===== src/rtl/fp_cvt_arbiter.sv =====
// fp_cvt_arbiter: shares one float-to-word converter between two requesters.
// Round-robin grant, fixed settle time, optional saturation, tagged response.
//
// Ports:
//   clk, reset            clock, async active-high reset
//   req0_*, req1_*        valid/ready operand inputs (FPU issue, emulation)
//   conv_in               registered operand driving the converter
//   conv_out, conv_*flow  converter result and flags
//   rsp_*                 tagged result with valid/ready handshake
//   busy                  high whenever not idle
module fp_cvt_arbiter #(
    parameter int CONV_CYCLES = 1,
    parameter bit SATURATE    = 1
) (
    input  logic        clk,
    input  logic        reset,
    input  logic        req0_valid,
    input  logic [31:0] req0_data,
    output logic        req0_ready,
    input  logic        req1_valid,
    input  logic [31:0] req1_data,
    output logic        req1_ready,
    output logic [31:0] conv_in,
    input  logic [31:0] conv_out,
    input  logic        conv_overflow,
    input  logic        conv_underflow,
    output logic        rsp_valid,
    input  logic        rsp_ready,
    output logic [31:0] rsp_data,
    output logic        rsp_overflow,
    output logic        rsp_underflow,
    output logic        rsp_tag,
    output logic        busy
);

    typedef enum logic [1:0] {
        IDLE,
        CONVERT,
        RESPOND
    } state_t;

    localparam logic [3:0] CNT_INIT = 4'(CONV_CYCLES - 1);

    state_t      state;
    logic        last_grant;
    logic [3:0]  cnt;
    logic        idle;
    logic        gnt0;
    logic        gnt1;
    logic [31:0] sat_data;

    assign idle = (state == IDLE);

    // Port 1 wins when alone, or when both ask and port 0 went last.
    assign gnt1 = req1_valid & (~req0_valid | ~last_grant);
    assign gnt0 = req0_valid & ~gnt1;

    assign req0_ready = idle & gnt0;
    assign req1_ready = idle & gnt1;
    assign busy       = ~idle;

    // Overflow outranks underflow if the converter ever raises both.
    always_comb begin
        sat_data = conv_out;
        if (SATURATE) begin
            if (conv_overflow)
                sat_data = 32'h7FFF_FFFF;
            else if (conv_underflow)
                sat_data = 32'h8000_0000;
        end
    end

    always_ff @(posedge clk or posedge reset) begin
        if (reset) begin
            state         <= IDLE;
            last_grant    <= 1'b1;
            cnt           <= 4'd0;
            conv_in       <= 32'd0;
            rsp_valid     <= 1'b0;
            rsp_data      <= 32'd0;
            rsp_overflow  <= 1'b0;
            rsp_underflow <= 1'b0;
            rsp_tag       <= 1'b0;
        end else begin
            unique case (state)
                IDLE: begin
                    if (req0_ready | req1_ready) begin
                        conv_in    <= req1_ready ? req1_data : req0_data;
                        rsp_tag    <= req1_ready;
                        last_grant <= req1_ready;
                        cnt        <= CNT_INIT;
                        state      <= CONVERT;
                    end
                end
                CONVERT: begin
                    if (cnt != 4'd0) begin
                        cnt <= cnt - 4'd1;
                    end else begin
                        rsp_data      <= sat_data;
                        rsp_overflow  <= conv_overflow;
                        rsp_underflow <= conv_underflow;
                        rsp_valid     <= 1'b1;
                        state         <= RESPOND;
                    end
                end
                RESPOND: begin
                    if (rsp_ready) begin
                        rsp_valid <= 1'b0;
                        state     <= IDLE;
                    end
                end
                default: state <= IDLE;
            endcase
        end
    end

endmodule


===== config.mk =====
export PLATFORM = sky130hd
export DESIGN_NAME = fp_cvt_arbiter
export DESIGN_NICKNAME = d
export VERILOG_FILES = /design/src/rtl/fp_cvt_arbiter.sv
export SDC_FILE = /design/constraint.sdc
export NUM_CORES = 1
export LEC_CHECK = 0
export ABC_AREA = 1
export CAP_MARGIN = 20
export CORE_ASPECT_RATIO = 0.8
export CORE_MARGIN = 2
export CORE_UTILIZATION = 40
export DETAILED_ROUTE_END_ITERATION = 16
export PLACE_DENSITY = 0.8
export REMOVE_ABC_BUFFERS = 1
export SYNTH_ARGS = -nofsm -noshare
export SYNTH_HDL_FRONTEND = slang
export SYNTH_SLANG_ARGS = --single-unit

===== constraint.sdc =====
create_clock -name clk -period 2.8 [get_ports clk]
set_input_delay 0.56 -clock clk [delete_from_list [all_inputs] [get_ports clk]]
set_output_delay 0.56 -clock clk [all_outputs]
set_load 0.01 [all_outputs]

### Yosys cells after proc, flatten, opt, wreduce, memory -nomap -nowiden

Index checks and enable logic that the tools add are counted.

* register bits: 75
* bits of input ports: 103
* output and inout bits: 71
* word-level logic and storage cells: 49

* $add $sub $neg: 1
* eq/ne operators: 6
* multiplexer cells: 13
* bitwise gates (word level): 11
* reduce and logical (&&, ||, !) cells: 9

Operators with widths (number)
* 32-bit 2-to-1 mux: 3
* 3-bit AND reduction: 3
* 4-bit 2-to-1 mux: 2
* 4-bit one-hot mux with 2 select lines: 1
* 2-bit 2-to-1 mux: 3
* 2-bit inequality test (second input constant): 3
* 2-bit one-hot mux with 3 select lines: 1
* 1-bit inverter: 5
* 1-bit AND: 4
* 2-bit AND reduction: 2
* 2-bit nonzero test: 2
* 4-bit nonzero test: 1
* 4-bit by 1-bit subtractor with 4-bit output (second input constant): 1
* 2-bit by 1-bit == test with 1-bit output (second input constant): 1
* 2-bit == test (second input constant): 1
* 2-bit logical NOT: 1
* 1-bit 2-to-1 mux: 2
* 2-bit by 1-bit inequality test with 1-bit output (second input constant): 1
* 1-bit OR: 2
* 1-bit one-hot mux with 2 select lines: 1

### Logic depth before layout (Yosys ltp)

* depth after elaboration: 9
* depth in mapped cells: 7

### Least setup slack after synthesis

No wires, ideal clock.

* kind: input-to-output
* from: input req0_valid
* to: output req1_ready
* arrival time: 1146 ps
* required time: 2240 ps
* slack: 1094 ps
* stages on the path: 4
* path buffers: 1
* cells stage by stage: nand2_1 -> nand2_2 -> nor2_8 -> buf_2

* word-level cells in the longest chain between the ends: 4

Ends and longest elaborated chain
* start, declared: line 17 `input logic req0_valid,`
* 1-bit inverter: line 55 `assign gnt1 = req1_valid & (~req0_valid | ~last_grant);`
* 1-bit OR: line 55
* 1-bit AND: line 55
* 1-bit AND: line 59 `assign req1_ready = idle & gnt1;`
* end, declared: line 22 `output logic req1_ready,`

Every way passes these cells.

### Final worst setup path

* from: input req0_valid
* to: output req0_ready

* word-level cells in the longest chain between the ends: 6

Ends and longest elaborated chain
* 1-bit inverter: line 55
* 1-bit OR: line 55
* 1-bit AND: line 55
* 1-bit inverter: line 56 `assign gnt0 = req0_valid & ~gnt1;`
* 1-bit AND (*): line 56
* 1-bit AND (*): line 58 `assign req0_ready = idle & gnt0;`
* end, declared: line 19 `output logic req0_ready,`

Every way passes the cells marked *; elsewhere a longest branch is shown, timed or not.

==> results_dict.tcl <==
set metrics [dict create \
    ant_nets 0 \
    grt_pass1_vias 3342 \
    fmax_ghz 0.398 \
    port_buffers 173 \
    cts_tree "done" \
    crit_path_start_kind "input port" \
    die_x_um 106 \
    drc 0 \
    finalPower_w 0.00554 \
    area_delta_synth_final_pct 60.2 \
    dpl-instance-area_um2 5120 \
    finalCriticalPeriod_ns 2.51 \
    rsz0062_at_grt "false" \
    synthArstFlopShare 1.00 \
    skew_ns 0.00692 \
    synth.most_common_cell "nand2_1" \
    grt.total_usage 0.227 \
    critPathKind "in2out" \
    critical_path.endpoint_type "primary output" \
    antenna_found_initial 0 \
    rows 29 \
    path_cells "clkdlybuf4s50_1 > nand2_1 > a21oi_1 > clkdlybuf4s50_1" \
    clk_latency_ns 0.35 \
    ctsHtreeMaxLevel 3 \
    r2r_slack_ns 0.94 \
    dominantRegCellSynth "dfrtp_1" \
    cts_buffer_depth 2 \
    wl_per_cell_um 15.1 \
    grt_max_degree 49 \
    viasPerCell 5.01 \
    drtIter0Drc 169 \
    cts.sinks 75 \
    yosys-top-cells-area "dfrtp_1, nand2_1, nand3_1" \
    gp_congestion 0.776 \
    stdcell_count 663 \
    drv_slew 0 \
    hold_ws_ns 0.467 \
    cts_setup_buffers 0 \
    path_common_cell "clkdlybuf4s50_1" \
    synth_seq_cells 75 \
    postCtsHoldBufs 0 \
    netlist_instances 384 \
    synth_edf_count 0 \
    slowest_stage "clkdlybuf4s50_1" \
    drt_wl_total_um 9990 \
    slowest_delay_ns 0.56 \
    firstDrtPassIters 4 \
    die_h_um 85.6 \
    vias 3323 \
    holdCritPathClass "reg2reg" \
    setup-violations-final 0 \
    numCtsBuffers 9 \
    cp_max_fo 3 \
    max-cap-violations 0 \
    grt_overflow 0 \
    synth_top_area_share 0.556 \
    worstMarginPinSlew_ns 0.688 \
    synthTopCellsByCount "nand2_1, dfrtp_1, nand3_1, a21oi_1, o21ai_0" \
    initial_core_util 0.416 \
    grt_pass1_wl_um 16300 \
    yosys_warnings 0 \
    slew_headroom 0.540 \
    syn_area_um2 3330 \
    powerDensity_nw_per_um2 1040 \
    fin_tns_setup_ns 0 \
    hold_violations 0 \
    cts_root_buf "clkbuf_8" \
    critical_path_arrival_ns 1.95 \
    peakVddDrop_mv 0.517 \
    ys_seq_area_frac 0.563 \
    required_ns 2.24 \
    clk_pin_slew_ns 0.08 \
    io_pins 174 \
    fin_area_um2 5340 \
    p_leak_nw 2.38 \
    synthDistinctLibCells 24 \
    n_antenna_cell 0 \
    yosys.area.top_type "dfrtp_1" \
    fin_nets 654 \
    status "completed" \
    core_area_um2 8020 \
    dp_cells 647 \
    layout-drive-gt1-share 0.0649 \
    hpwl_um 7070 \
    period_share 0.897 \
    synth.avg_cell_area_um2 8.68 \
    ctsResizeCount 0 \
    die-area_um2 9080 \
]
per-stage QoR:
stage	setup WS (ns)	utilization
2_1_floorplan	0.332	-
3_3_place_gp	0.309	0.639
3_5_place_dp	0.276	0.639
4_1_cts	0.268	0.666
5_1_grt	0.175	0.666
6_report	0.290	0.666
critical path, delay by kind of cell:
| kind | cells | cell delay, ns |
|---|---|---|
| buf+inv | 2 | 1.08 |
| simple gates | 1 | 0.12 |
| compound gates | 1 | 0.18 |
routing by layer:
layer | vias to the layer above | share of wire | global-route usage | wire (µm)
met1 | 1572 | 0.42 | 0.273 | 4170
met3 | 15 | 0.082 | 0.0805 | 821
met5 | - | 0 | 0 | 0
met2 | 124 | 0.48 | 0.385 | 4840
met4 | 0 | 0.016 | 0.0706 | 158
li1 | 1612 | - | - | -
registers in the layout (all words and copies together), names as in the netlist:
register	count
cnt	4
conv_in	32
last_grant	1
rsp_data	32
rsp_overflow	1
rsp_tag	1
rsp_underflow	1
rsp_valid	1
state	2
layout by cell type (no fill, tap or decap):
cell | synthesis | final
clkdlybuf4s50_1 | 0 | 173
nand2_1 | 117 | 117
dfrtp_1 | 74 | 74
nand3_1 | 68 | 68
a21oi_1 | 34 | 34
o21ai_0 | 24 | 24
o21ai_1 | 11 | 11
clkbuf_8 | 0 | 9
buf_4 | 0 | 7
inv_1 | 7 | 6
nor2_1 | 5 | 5
nand4_1 | 4 | 4
inv_2 | 2 | 3
nand2_2 | 2 | 2
nor2_8 | 2 | 2
bufinv_16 | 0 | 2
clkinv_4 | 0 | 2
nor2_2 | 1 | 1
nand2_4 | 1 | 1
inv_4 | 1 | 1
nor2_4 | 1 | 1
or2_2 | 1 | 1
nand3_2 | 1 | 1
o31ai_1 | 1 | 1
ha_1 | 1 | 1
clkinv_2 | 0 | 1
clkinvlp_4 | 0 | 1
clkbuf_1 | 12 | 1
dfstp_2 | 1 | 1
where the power goes:
part	internal [W]	switching (W)	leakage, nW
logic	0.00135	0.00136	1.35
registers	0.00162	0.000294	0.920
clock network	0.000504	0.000412	0.106
total	0.00348	0.00206	2.38
cell families (layout without fill, tap and decap cells):
| group | Yosys count | after routing | share of synthesized area |
|---|---|---|---|
| AO/OA/AOI/OAI | 70 | 70 | 0.106 |
| flip-flops | 75 | 75 | 0.563 |
| buffers and inverters | 35 | 206 | 0.0507 |
| AND/OR/NAND/NOR | 203 | 203 | 0.276 |
| adder cells (fa/ha/maj) | 1 | 1 | 0.00375 |
layout make-up:
class	count	area, µm²
Clock inverter	6	90.1
Sequential cell	75	1880
Fill cell	661	2680
Timing Repair Buffer	180	1780
Multi-Input combinational cell	274	1290
Tap cell	108	135
Clock buffer	10	128
Inverter	10	40.0
path summary, 6_finish.rpt:
| path | start | end | cells past startpoint |
|---|---|---|---|
| min in group asynchronous | reset | rsp_valid$_DFFE_PP0P_ | 3 |
| worst max register to register | cnt[0]$_DFFE_PP0P_ | rsp_data[19]$_DFFE_PP0P_ | 6 |
| worst min register to register | last_grant$_DFFE_PP1P_ | last_grant$_DFFE_PP1P_ | 2 |
| max in group asynchronous | reset | conv_in[10]$_DFFE_PP0P_ | 3 |
| worst max-delay path | req0_valid | req0_ready | 4 |
| worst min-delay path | last_grant$_DFFE_PP1P_ | last_grant$_DFFE_PP1P_ | 2 |
No activity file was read; power rests on OpenSTA's default activity.
